--- src/rtl/riscv_icache_pkg.sv ---
// -----------------------------------------------------------------------------
// riscv_icache_pkg
//   Shared definitions for the N-way set-associative instruction cache:
//   the controller state enum, the address-field width derivations and the
//   fetch width (one 64-bit beat = two 32-bit instructions).
//   Optional feature macro used by the cache top: RISCV_ICACHE_PERF_EN.
// -----------------------------------------------------------------------------
package riscv_icache_pkg;

  localparam int FETCH_W = 64;

  typedef enum logic [1:0] {
    ST_IDLE   = 2'd0,
    ST_REFILL = 2'd1,
    ST_REPLAY = 2'd2,
    ST_INVAL  = 2'd3
  } state_e;

  // Byte-offset width within a line (LINE_WORDS 32-bit words).
  function automatic int calc_off_w(input int line_words);
    return $clog2(line_words) + 2;
  endfunction

  // Set-index width.
  function automatic int calc_idx_w(input int sets);
    return $clog2(sets);
  endfunction

  // Tag width for a 32-bit address.
  function automatic int calc_tag_w(input int sets, input int line_words);
    return 32 - calc_idx_w(sets) - calc_off_w(line_words);
  endfunction

endpackage

--- src/rtl/riscv_icache_tag_array.sv ---
// -----------------------------------------------------------------------------
// riscv_icache_tag_array
//   Tag, valid and round-robin replacement state for the instruction cache.
//   Ports:
//     clk, i_srst            clock, synchronous active-high reset
//     i_lk_index, i_lk_tag   lookup set and tag (combinational result)
//     o_lk_hit, o_lk_way     hit flag and hitting way
//     o_vic_way              victim for i_lk_index: lowest invalid way,
//                            otherwise the set's round-robin pointer
//     i_fill_start           write tag and clear valid of (index, way)
//     i_fill_done            set valid of (index, way), advance set pointer
//     i_fill_index/way/tag   target of the fill
//     i_clr_en, i_clr_index  clear all valid bits and the pointer of one set
// -----------------------------------------------------------------------------
module riscv_icache_tag_array #(
  parameter int WAYS  = 2,
  parameter int SETS  = 64,
  parameter int IDX_W = 6,
  parameter int TAG_W = 21,
  parameter int WAY_W = 1
) (
  input  logic             clk,
  input  logic             i_srst,
  input  logic [IDX_W-1:0] i_lk_index,
  input  logic [TAG_W-1:0] i_lk_tag,
  output logic             o_lk_hit,
  output logic [WAY_W-1:0] o_lk_way,
  output logic [WAY_W-1:0] o_vic_way,
  input  logic             i_fill_start,
  input  logic             i_fill_done,
  input  logic [IDX_W-1:0] i_fill_index,
  input  logic [WAY_W-1:0] i_fill_way,
  input  logic [TAG_W-1:0] i_fill_tag,
  input  logic             i_clr_en,
  input  logic [IDX_W-1:0] i_clr_index
);

  logic [TAG_W-1:0] r_tag   [SETS][WAYS];
  logic [WAYS-1:0]  r_valid [SETS];
  logic [WAY_W-1:0] r_rr    [SETS];

  // NOTE: every variable written here gets a default first, so no path can
  // leave it unassigned and infer a latch.
  always_comb begin
    o_lk_hit  = 1'b0;
    o_lk_way  = '0;
    o_vic_way = r_rr[i_lk_index];
    for (int w = 0; w < WAYS; w++) begin
      if (r_valid[i_lk_index][w] && (r_tag[i_lk_index][w] == i_lk_tag)) begin
        o_lk_hit = 1'b1;
        o_lk_way = WAY_W'(w);
      end
    end
    // Scan downwards so the lowest-numbered invalid way wins.
    for (int w = WAYS - 1; w >= 0; w--) begin
      if (!r_valid[i_lk_index][w]) o_vic_way = WAY_W'(w);
    end
  end

  // NOTE: the tag store is plain memory and is not reset; the valid bits
  // alone decide whether a tag means anything.
  always_ff @(posedge clk) begin
    if (i_fill_start) r_tag[i_fill_index][i_fill_way] <= i_fill_tag;
  end

  // NOTE: sequential state uses non-blocking assignments so every flop sees
  // the pre-edge values regardless of statement order.
  always_ff @(posedge clk) begin
    if (i_srst) begin
      for (int s = 0; s < SETS; s++) begin
        r_valid[s] <= '0;
        r_rr[s]    <= '0;
      end
    end else begin
      if (i_clr_en) begin
        r_valid[i_clr_index] <= '0;
        r_rr[i_clr_index]    <= '0;
      end
      if (i_fill_start) r_valid[i_fill_index][i_fill_way] <= 1'b0;
      // Later assignment wins: a single-beat line starts and completes at once.
      if (i_fill_done) begin
        r_valid[i_fill_index][i_fill_way] <= 1'b1;
        r_rr[i_fill_index] <= (r_rr[i_fill_index] == WAY_W'(WAYS - 1)) ?
                              '0 : r_rr[i_fill_index] + 1'b1;
      end
    end
  end

endmodule

--- src/rtl/riscv_icache_nway.sv ---
// -----------------------------------------------------------------------------
// riscv_icache_nway
//   N-way set-associative instruction cache serving 64-bit fetches. Tags and
//   valid bits are internal; line data sits in external per-way SRAMs with
//   asynchronous read. Misses refill one 64-bit beat per reload_ack, then the
//   latched pc is replayed. fence.i invalidate clears one set per cycle.
//   Ports:
//     clk, srst                          clock, synchronous active-high reset
//     read_req, pc, read_ack             fetch request / accept (comb)
//     kill, invalidate                   redirect, fence.i pulse
//     data_val, data                     one-cycle delivery pulse, held data
//     way_rdata/ren/wen/index/beat/wdata per-way SRAM interface
//     reload_req/addr/ack/data           refill beat interface
//     hit_cnt, miss_cnt                  only with RISCV_ICACHE_PERF_EN
// -----------------------------------------------------------------------------
module riscv_icache_nway
  import riscv_icache_pkg::*;
#(
  parameter int WAYS       = 2,
  parameter int SETS       = 64,
  parameter int LINE_WORDS = 8,
  localparam int OFF_W  = calc_off_w(LINE_WORDS),
  localparam int IDX_W  = calc_idx_w(SETS),
  localparam int TAG_W  = calc_tag_w(SETS, LINE_WORDS),
  localparam int BEATS  = LINE_WORDS / 2,
  localparam int BEAT_W = (BEATS > 1) ? $clog2(BEATS) : 1,
  localparam int WAY_W  = (WAYS > 1) ? $clog2(WAYS) : 1
) (
  input  logic                    clk,
  input  logic                    srst,
  input  logic                    read_req,
  input  logic [31:0]             pc,
  input  logic                    kill,
  input  logic                    invalidate,
  output logic                    read_ack,
  output logic                    data_val,
  output logic [FETCH_W-1:0]      data,
  input  logic [WAYS*FETCH_W-1:0] way_rdata,
  output logic [WAYS-1:0]         way_ren,
  output logic [WAYS-1:0]         way_wen,
  output logic [IDX_W-1:0]        way_index,
  output logic [BEAT_W-1:0]       way_beat,
  output logic [FETCH_W-1:0]      way_wdata,
  output logic                    reload_req,
  output logic [31:0]             reload_addr,
  input  logic                    reload_ack,
  input  logic [FETCH_W-1:0]      reload_data
`ifdef RISCV_ICACHE_PERF_EN
  ,
  output logic [31:0]             hit_cnt,
  output logic [31:0]             miss_cnt
`endif
);

  state_e             r_state;
  logic [31:0]        r_pc;
  logic [BEAT_W-1:0]  r_beat;
  logic [WAY_W-1:0]   r_vway;
  logic               r_killed;
  logic               r_inval_pending;
  logic [IDX_W-1:0]   r_inval_idx;
  logic               r_data_val;
  logic [FETCH_W-1:0] r_data;

  logic [31:0]        w_lk_pc;
  logic [IDX_W-1:0]   w_lk_index;
  logic [TAG_W-1:0]   w_lk_tag;
  logic [BEAT_W-1:0]  w_lk_beat;
  logic               w_lk_hit;
  logic [WAY_W-1:0]   w_lk_way;
  logic [WAY_W-1:0]   w_vic_way;
  logic [FETCH_W-1:0] w_sel_data;
  logic               w_refill_ack;
  logic               w_last_beat;
  logic               w_ren_en;

  // IDLE looks up the incoming pc; REFILL and REPLAY work on the latched one.
  assign w_lk_pc    = (r_state == ST_IDLE) ? pc : r_pc;
  assign w_lk_index = w_lk_pc[OFF_W +: IDX_W];
  assign w_lk_tag   = w_lk_pc[31 -: TAG_W];
  assign w_lk_beat  = BEAT_W'(w_lk_pc >> 3);

  assign read_ack = (r_state == ST_IDLE) & read_req & ~kill & ~invalidate &
                    ~r_inval_pending;

  assign w_refill_ack = (r_state == ST_REFILL) & reload_ack;
  assign w_last_beat  = (r_beat == BEAT_W'(BEATS - 1));
  assign w_ren_en     = w_lk_hit & (read_ack | (r_state == ST_REPLAY));
  assign w_sel_data   = way_rdata[int'(w_lk_way) * FETCH_W +: FETCH_W];

  assign way_index   = w_lk_index;
  assign way_beat    = (r_state == ST_REFILL) ? r_beat : w_lk_beat;
  assign way_ren     = w_ren_en ? (WAYS'(1) << w_lk_way) : '0;
  assign way_wen     = w_refill_ack ? (WAYS'(1) << r_vway) : '0;
  assign way_wdata   = reload_data;
  assign reload_req  = (r_state == ST_REFILL);
  assign reload_addr = {r_pc[31:OFF_W], {OFF_W{1'b0}}} | (32'(r_beat) << 3);
  assign data_val    = r_data_val;
  assign data        = r_data;

  riscv_icache_tag_array #(
    .WAYS  (WAYS),
    .SETS  (SETS),
    .IDX_W (IDX_W),
    .TAG_W (TAG_W),
    .WAY_W (WAY_W)
  ) u_tags (
    .clk          (clk),
    .i_srst       (srst),
    .i_lk_index   (w_lk_index),
    .i_lk_tag     (w_lk_tag),
    .o_lk_hit     (w_lk_hit),
    .o_lk_way     (w_lk_way),
    .o_vic_way    (w_vic_way),
    .i_fill_start (w_refill_ack & (r_beat == '0)),
    .i_fill_done  (w_refill_ack & w_last_beat),
    .i_fill_index (w_lk_index),
    .i_fill_way   (r_vway),
    .i_fill_tag   (w_lk_tag),
    .i_clr_en     (r_state == ST_INVAL),
    .i_clr_index  (r_inval_idx)
  );

  always_ff @(posedge clk) begin
    if (srst) begin
      r_state         <= ST_IDLE;
      r_pc            <= '0;
      r_beat          <= '0;
      r_vway          <= '0;
      r_killed        <= 1'b0;
      r_inval_pending <= 1'b0;
      r_inval_idx     <= '0;
      r_data_val      <= 1'b0;
      r_data          <= '0;
    end else begin
      r_data_val <= 1'b0;
      // An invalidate outside IDLE waits until the controller is back there.
      if (invalidate && (r_state != ST_IDLE)) r_inval_pending <= 1'b1;

      case (r_state)
        ST_IDLE: begin
          if (r_inval_pending || invalidate) begin
            r_state         <= ST_INVAL;
            r_inval_idx     <= '0;
            r_inval_pending <= 1'b0;
          end else if (read_ack) begin
            r_pc <= pc;
            if (w_lk_hit) begin
              r_data     <= w_sel_data;
              r_data_val <= 1'b1;
            end else begin
              r_state  <= ST_REFILL;
              r_beat   <= '0;
              r_vway   <= w_vic_way;
              r_killed <= 1'b0;
            end
          end
        end
        ST_REFILL: begin
          // A kill only drops the delivery; the line is still installed.
          if (kill) r_killed <= 1'b1;
          if (reload_ack) begin
            r_beat <= r_beat + 1'b1;
            if (w_last_beat) r_state <= ST_REPLAY;
          end
        end
        ST_REPLAY: begin
          if (!r_killed && !kill) begin
            r_data     <= w_sel_data;
            r_data_val <= 1'b1;
          end
          r_state <= ST_IDLE;
        end
        ST_INVAL: begin
          r_inval_idx <= r_inval_idx + 1'b1;
          if (r_inval_idx == IDX_W'(SETS - 1)) r_state <= ST_IDLE;
        end
        default: r_state <= ST_IDLE;
      endcase
    end
  end

`ifdef RISCV_ICACHE_PERF_EN
  logic [31:0] r_hit_cnt;
  logic [31:0] r_miss_cnt;

  // Counted at acceptance, so fetches killed later are still included.
  always_ff @(posedge clk) begin
    if (srst) begin
      r_hit_cnt  <= '0;
      r_miss_cnt <= '0;
    end else if (read_ack) begin
      if (w_lk_hit) r_hit_cnt  <= r_hit_cnt + 32'd1;
      else          r_miss_cnt <= r_miss_cnt + 32'd1;
    end
  end

  assign hit_cnt  = r_hit_cnt;
  assign miss_cnt = r_miss_cnt;
`endif

endmodule

--- config.mk ---
export PLATFORM = sky130hd
export DESIGN_NAME = riscv_icache_nway
export DESIGN_NICKNAME = d
export VERILOG_FILES = /design/src/rtl/riscv_icache_pkg.sv /design/src/rtl/riscv_icache_tag_array.sv /design/src/rtl/riscv_icache_nway.sv
export SDC_FILE = /design/constraint.sdc
export NUM_CORES = 2
export LEC_CHECK = 0
export ABC_CLOCK_PERIOD_IN_PS = 5900
export CAP_MARGIN = 30
export CORE_UTILIZATION = 25
export CTS_CLUSTER_DIAMETER = 80
export DETAILED_ROUTE_END_ITERATION = 6
export GPL_TIMING_DRIVEN = 1
export PLACE_DENSITY_LB_ADDON = 0.12
export SYNTH_ARGS = -nofsm -noshare
export SYNTH_HDL_FRONTEND = slang
export SYNTH_SLANG_ARGS = --single-unit
--- constraint.sdc ---
create_clock -name clk -period 5.9 [get_ports clk]
set_clock_uncertainty 0.2 [all_clocks]
set_input_delay 0.59 -clock clk [delete_from_list [all_inputs] [get_ports clk]]
set_output_delay 0.59 -clock clk [all_outputs]
set_load 0.005 [all_outputs]
# --- Yosys cells after proc, flatten, opt, wreduce, memory -nomap -nowiden ---
# Memories as Yosys holds them, arrays and structs flattened.
# Index checks and enable logic that the tools add are counted.
classes:
  n_lt_le_gt_ge: 4
  shift: 3
  muxes: 73
  addsub: 3
  reduce_logical: 26
  n_mul: 0
  div_mod_pow: 0
  eq_ne: 19
  bitwise_logic: 18
ops:
  columns: ["operator", "n"]
  rows:
  - ["$mux W64", 4]
  - ["$pmux W64 S2", 1]
  - ["$shiftx A128 B8 Y64", 1]
  - ["$eq A21 B21 Y1", 2]
  - ["$mux W42", 1]
  - ["$mux W2", 18]
  - ["$mux W1", 35]
  - ["$mux W32", 1]
  - ["$or A32 B5 Y32", 1]
  - ["$mux W6", 5]
  - ["$demux W21 S1", 1]
  - ["$mux W21", 1]
  - ["$reduce_and A5 Y1", 4]
  - ["$ne A2 B2 Y1 const B", 6]
  - ["$pmux W6 S2", 1]
  - ["$and A1 B1 Y1", 8]
  - ["$ne A2 B1 Y1 const B", 4]
  - ["$pmux W2 S4", 1]
  - ["$reduce_bool A2 Y1", 4]
  - ["$add A6 B1 Y6 const B", 1]
  - ["$eq A2 B2 Y1 const B", 3]
  - ["$eq A6 B6 Y1 const B", 1]
  - ["$logic_and A1 B1 Y1", 6]
  - ["$ne A3 B2 Y1 const B", 2]
  - ["22 further kinds", 34]
totals:
  memories: 3
  ramBits: 2880
  latchBits: 0
  output_inout_bits: 175
  in_bits: 230
  register_bits: 110
  word_cells: 158
  mem_bits_ro: 0
memory_table:
  columns: ["memory", "words", "word_bits", "rd", "rd_clocked_by_memory_dff", "wr", "line_no", "text"]
  rows:
  - ["u_tags.r_tag", 64, 42, 1, 0, 1, "riscv_icache_tag_array.sv:38", "logic [TAG_W-1:0] r_tag [SETS][WAYS];"]
  - ["u_tags.r_valid", 64, 2, 1, 0, 64, "riscv_icache_tag_array.sv:39", "logic [WAYS-1:0] r_valid [SETS];"]
  - ["u_tags.r_rr", 64, 1, 1, 0, 64, "riscv_icache_tag_array.sv:40", "logic [WAY_W-1:0] r_rr [SETS];"]

# --- Longest topological paths before layout ---
# An unclocked memory read counts as a cell.
depth:
  depth_word: 11
  ltp_mapped: 24
  mapped_depth_nobuf: 14

# --- Cells and area by module ---
# From an unflattened synthesis, not the netlist that was laid out.
hier_totals:
  hier_cells: 6608
  hier_area_um2: 121706.7
modules_own_cells:
  columns: ["mod", "seq_area_each_um2", "area_per_inst_um2", "cells_each", "instances"]
  rows:
  - ["riscv_icache_tag_array", 86482.9, 115619.6, 5944, 1]
  - ["riscv_icache_nway", 2142.1, 6087.1, 664, 1]

# --- Worst setup path after synthesis ---
# OpenSTA, ideal clock, no wires.
synth_path:
  path_type: "reg2reg"
  from: "register r_state[0]"
  to: "register r_data[26] (netlist: data[26])"
  setup_time_ns: 0.086
  path_buffers: 5
  slack_ns: 0.592
  t_required_ns: 5.614
  stages_incl_launch_ff: 16
  t_arrival_ns: 5.023
  cell_sequence: "dfxtp_1 -> buf_6 -> nor2_1 -> buf_2 -> buf_1 -> nand2_1 -> nand2_1 -> and4_1 -> o21ai_0 -> or4_1 -> nor4_4 -> o21ai_1 -> and2_1 -> buf_2 -> buf_2 -> a211oi_1"
synth_lines:
  columns: ["element", "line_no", "text"]
  rows:
  - ["start: declaration", "riscv_icache_nway.sv:55", "state_e r_state;"]
  - ["start signal: assignment", "riscv_icache_nway.sv:126", "r_state <= ST_IDLE;"]
  - ["start signal: assignment", "riscv_icache_nway.sv:143", "r_state <= ST_INVAL;"]
  - ["start signal: assignment", "riscv_icache_nway.sv:152", "r_state <= ST_REFILL;"]
  - ["$logic_not A2 Y1 *", "riscv_icache_nway.sv:78", "assign w_lk_pc = (r_state == ST_IDLE) ? pc : r_pc;"]
  - ["$mux W32 *", "riscv_icache_nway.sv:78", null]
  - ["via u_tags.i_fill_tag[13]", "riscv_icache_tag_array.sv:33", "input logic [TAG_W-1:0] i_fill_tag,"]
  - ["$eq A21 B21 Y1", "riscv_icache_tag_array.sv:49", "if (r_valid[i_lk_index][w] && (r_tag[i_lk_index][w] == i_lk_tag)) begin"]
  - ["$logic_and A1 B1 Y1", "riscv_icache_tag_array.sv:49", null]
  - ["$mux W1", "riscv_icache_tag_array.sv:49", null]
  - ["$shiftx A128 B8 Y64", "riscv_icache_nway.sv:89", "assign w_sel_data = way_rdata[int'(w_lk_way) * FETCH_W +: FETCH_W];"]
  - ["$mux W64", "riscv_icache_nway.sv:148", "if (w_lk_hit) begin"]
  - ["$mux W64", "riscv_icache_nway.sv:146", "end else if (read_ack) begin"]
  - ["$mux W64", "riscv_icache_nway.sv:142", "if (r_inval_pending || invalidate) begin"]
  - ["$pmux W64 S2", "riscv_icache_nway.sv:140", "case (r_state)"]
  - ["end signal: assignment", "riscv_icache_nway.sv:149", "r_data <= w_sel_data;"]
  - ["end signal: assignment", "riscv_icache_nway.sv:169", "r_data <= w_sel_data;"]
  - ["end: declaration", "riscv_icache_nway.sv:63", "logic [FETCH_W-1:0] r_data;"]
# The timed path passes the listed nets; every way through them passes the cells marked *. The select of a mux whose other input is x is not followed.
# A chain may end at the register's enable or synchronous reset.

# --- Worst setup path in the final report ---
layout_path:
  from: "register r_state[1]"
  to: "output port way_ren[1]"
layout_via:
  elab_chain_len: 9
layout_lines:
  columns: ["element", "line_no", "text"]
  rows:
  - ["$logic_not A2 Y1", "riscv_icache_nway.sv:78, riscv_icache_nway.sv:83", null]
  - ["$mux W32", "riscv_icache_nway.sv:78", null]
  - ["$mem_v2 Z64 W42", null, null]
  - ["$eq A21 B21 Y1", "riscv_icache_tag_array.sv:49", null]
  - ["$logic_and A1 B1 Y1", "riscv_icache_tag_array.sv:49", null]
  - ["$mux W1 (2 in series)", "riscv_icache_tag_array.sv:49", null]
  - ["$and A1 B1 Y1", "riscv_icache_nway.sv:88", "assign w_ren_en = w_lk_hit & (read_ack | (r_state == ST_REPLAY));"]
  - ["$mux W2 *", "riscv_icache_nway.sv:93", "assign way_ren = w_ren_en ? (WAYS'(1) << w_lk_way) : '0;"]
  - ["end: declaration", "riscv_icache_nway.sv:39", "output logic [WAYS-1:0] way_ren,"]
# Every way passes the cells marked *; elsewhere a longest branch is shown, timed or not.

==> metrics.md <==
| Metric | Value |
|---|---|
| DR vias | `79,850` |
| # setup viols final | `2` |
| MaxCap Viol Count | `0` |
| CP required | `5.11 ns` |
| CP Capture Type | `primary output` |
| Fin crit share | `111.8%` |
| Hold Crit Depth | `3` |
| CTS tree | `done` |
| Initial Util | `25.14%` |
| Pwr Density | `355.5 nW/um^2` |
| Mapped cell area | `116,700 um^2` |
| RSZ-0062 raised after global routing | `true` |
| Least-Margin Pin Slew | `1.314 ns` |
| Crit path launch | `r_state[1]` |
| Dominant synthesized flop cell | `edfxtp_1` |
| Crit path DAT | `5.81 ns` |
| Total routed wirelength | `517,900 um` |
| Synthesized area per cell | `15.11 um^2` |
| Layout cell share with drive strength beyond 1 | `24.44%` |
| CTS Sinks | `2,987` |
| CP max FO | `10` |
| Final-report max-slew violation count | `0` |
| Global route total overflow | `0` |
| DRT iter0 DRCs | `8,572` |
| Crit path buf inv count | `4` |
| Die width | `685.2 um` |
| Placer Congestion | `0.8719` |
| Synth warn | `0` |
| Crit-path max cell delay | `0.61 ns` |
| Final hold violation count | `0` |
| Finished Layout Cells | `15,550` |
| Reg-to-reg endpoint | `data[54]` |
| DP HPWL | `335,300 um` |
| Pin count of the biggest net entering global routing | `238` |
| Area Overhead vs Synth | `28.94%` |
| Critical path class | `flop to primary output` |
| Hold slack final | `0.09463 ns` |
| Hold crit path type | `primary input to flop` |
| Vias in the first global route | `78,110` |
| Average routed wire per standard cell | `33.30 um` |
| Fin crit period | `6.596 ns` |
| Maximum VDD drop | `0.2337 mV` |
| Worst path slowest cell | `a222oi_1` |
| Delay-heaviest family, CP | `simple AND/OR/NAND/NOR gates` |
| Critical path launch point type | `flop` |
| Outcome | `complete, but fails checks` |
| Worst Reg2Reg Path Length in Cells | `19` |
| Post-Route Setup TNS | `-1.365 ns` |
| Hold EP | `r_pc[13]` |
| Max clock buf depth | `4` |
| Critical path cell sequence | `buf_12, o21ai_4, and2_4, buf_12, buf_16, o221ai_1, a222oi_1, o22ai_2, nor4_4, a21oi_1, or4b_1, or4_4, or3_4, a21oi_4, buf_2` |
| Nets@finish | `9,328` |
| TritonCTS buffer count | `342` |
| Final worst slack | `-0.6959 ns` |
| CP most frequent cell | `buf_12` |
| Count of input and output buffers | `270` |
| IO Pins | `405` |
| Die ar. | `469,500 um^2` |
| Failing checks | `negative setup slack` |
| Worst-Skew Late Latency | `0.96 ns` |
| Initial antenna violation count | `26` |
| Antenna Nets Post-Route | `0` |
| Total GRT Usage | `21.21%` |
| Worst R2R Start | `r_state[1]` |
| Via-per-instance ratio | `5.134` |
| Total core area | `464,200 um^2` |
| FP Rows | `250` |
| # DRC | `0` |
| Root Driver | `clkbuf_16` |
| Total power | `53.50 mW` |
| Placed instance count | `14,770` |
| Post-synthesis sequential area ratio | `75.94%` |
| Place WS | `-1.740 ns` |
| Mapped Cells | `7,725` |
| Async S/R FF share, synth | `0%` |
| Chip Height | `685.2 um` |
| R2R Setup Slk | `0.04 ns` |
| CTS HTree Levels | `5` |
| Post-synth EDFFs | `2,880` |
| Fmax | `151.6 MHz` |
| Leak | `49.51 nW` |
| Min-Delay Startpoint | `pc[13]` |
| Cell variety after synth | `101` |
| Worst-path clk slew | `0.06 ns` |
| Slew margin rel. | `12.42%` |
| DR pass1 iterations | `7` |
| First-pass GRT wire length | `693,900 um` |
| FF+latch count, synth | `2,987` |
cell usage in the layout (no fill, tap or decap), drive strengths merged, types with 115 or more instances in the layout:
master	instances
nand3	115
and3	126
buf	1385
clkinv	154
nand2	428
a211oi	189
a21oi	224
o21ai	145
inv	119
edfxtp	2880
nor3	291
o22ai	962
nor2	463
clkdlybuf4s50	267
clkbuf	428
flip-flops by register name (all words and copies together), names as in the netlist:
register	count
data_val	1
r_vway	1
r_inval_pending	1
u_tags.r_tag	2688
r_state	2
r_killed	1
u_tags.r_valid	128
r_beat	2
u_tags.r_rr	64
data	64
r_pc	29
r_inval_idx	6
metal layers:
layer | vias up | track usage [%] | part of all wire (%) | wire length, um
li1 | 33790 | - | - | -
met1 | 42720 | 29.49 | 44 | 229900
met2 | 2739 | 34.89 | 47 | 244600
met3 | 599 | 2.335 | 5.2 | 26960
met4 | 2 | 6.195 | 3.2 | 16400
met5 | - | 0 | 0.0017 | 9
cells in the mapped netlist, types with 21 or more instances:
library cell  instances  share of area [%]
a22oi_1              33               0.21
nand4_1              29               0.16
a221oi_1             35               0.26
buf_2               274                1.2
a21o_1              103               0.66
clkbuf_1            191               0.61
nor2_1              461                1.5
dfxtp_1             107                1.8
nor4_1               64               0.34
o22ai_1             962                5.2
xnor2_1              22               0.17
a222oi_1             42               0.36
a211oi_1            185                1.2
and3_1              126               0.68
o41ai_1              26               0.20
mux2i_1             109               0.93
nand3_1             115               0.49
mux2_1               39               0.38
buf_4               136               0.87
edfxtp_1           2880                 74
a32oi_1              29               0.22
o21ai_0             131               0.56
nor3_1              289                1.2
o21bai_1             97               0.62
inv_1               102               0.33
nand2_1             427                1.4
a21oi_1             221               0.95
a31oi_1              57               0.31
o221ai_1             95               0.71
mux2_2               27               0.26
o211ai_1             21               0.14
buf_1                47               0.15
where the power goes:
part	internal [mW]	switching, mW
registers	23.9	0.0500
logic	3.04	5.78
clock network	11.8	8.88
worst max-delay path by stage:
| stage | end | slack [ns] | depth (start not counted) |
|---|---|---|---|
| after detailed placement | way_ren[1] | -1.74 | 22 |
| after global placement | way_ren[1] | -1.94 | 21 |
| final | way_ren[1] | -0.70 | 15 |
| after floorplan | data[26] | 0.59 | 15 |
| after CTS | way_ren[1] | -0.70 | 17 |
| after global routing | way_ren[1] | -0.73 | 17 |
stage by stage:
| stage | area [um^2] | utilization [%] |
|---|---|---|
| finish | 150500 | 32.42 |
| global placement | 135700 | 29.23 |
| floorplan | 116700 | - |
| detailed placement | 136100 | 29.32 |
| global route | 150400 | 32.41 |
| CTS | 149400 | 32.18 |
cell type report:
| class | instances | area, um^2 |
|---|---|---|
| sequential | 2987 | 88630 |
| timing repair buffer | 1687 | 16710 |
| fill | 45670 | 313700 |
| clock buffer | 422 | 8995 |
| clock inverter | 191 | 1600 |
| timing repair inverter | 1 | 16.27 |
| tap | 6174 | 7725 |
| inverter | 106 | 471.7 |
| multi-input combinational | 3970 | 26280 |
| antenna | 15 | 37.54 |
tightest hold or removal path: stages:
cell and delay (ns):
clkdlybuf4s50_1 0.47, nand2_1 0.09, a21oi_1 0.05
what timing repair did:
item / CTS / global route
hold buffers: 22 / 0
cloned: 10 / 5
setup endpoints to repair: 72 / 69
hold endpoints to repair: 40 / 0
setup buffers: 94 / 27
pin swaps: 62 / 88
gates resized for setup: 266 / 122
cells by family (layout without fill, tap and decap cells):
| family | count (synthesis) | in the layout | synth area share, % |
|---|---|---|---|
| flops | 2987 | 2987 | 75.94 |
| compound gates | 2172 | 2172 | 12.60 |
| simple gates | 1593 | 1593 | 6.342 |
| buf+inv | 770 | 2407 | 3.320 |
| mux | 176 | 176 | 1.584 |
| xor+xnor | 23 | 23 | 0.1726 |
| fa+ha+maj | 3 | 3 | 0.03217 |
| other cells | 1 | 18 | 0.003213 |
(Power assumes the default switching activity.)
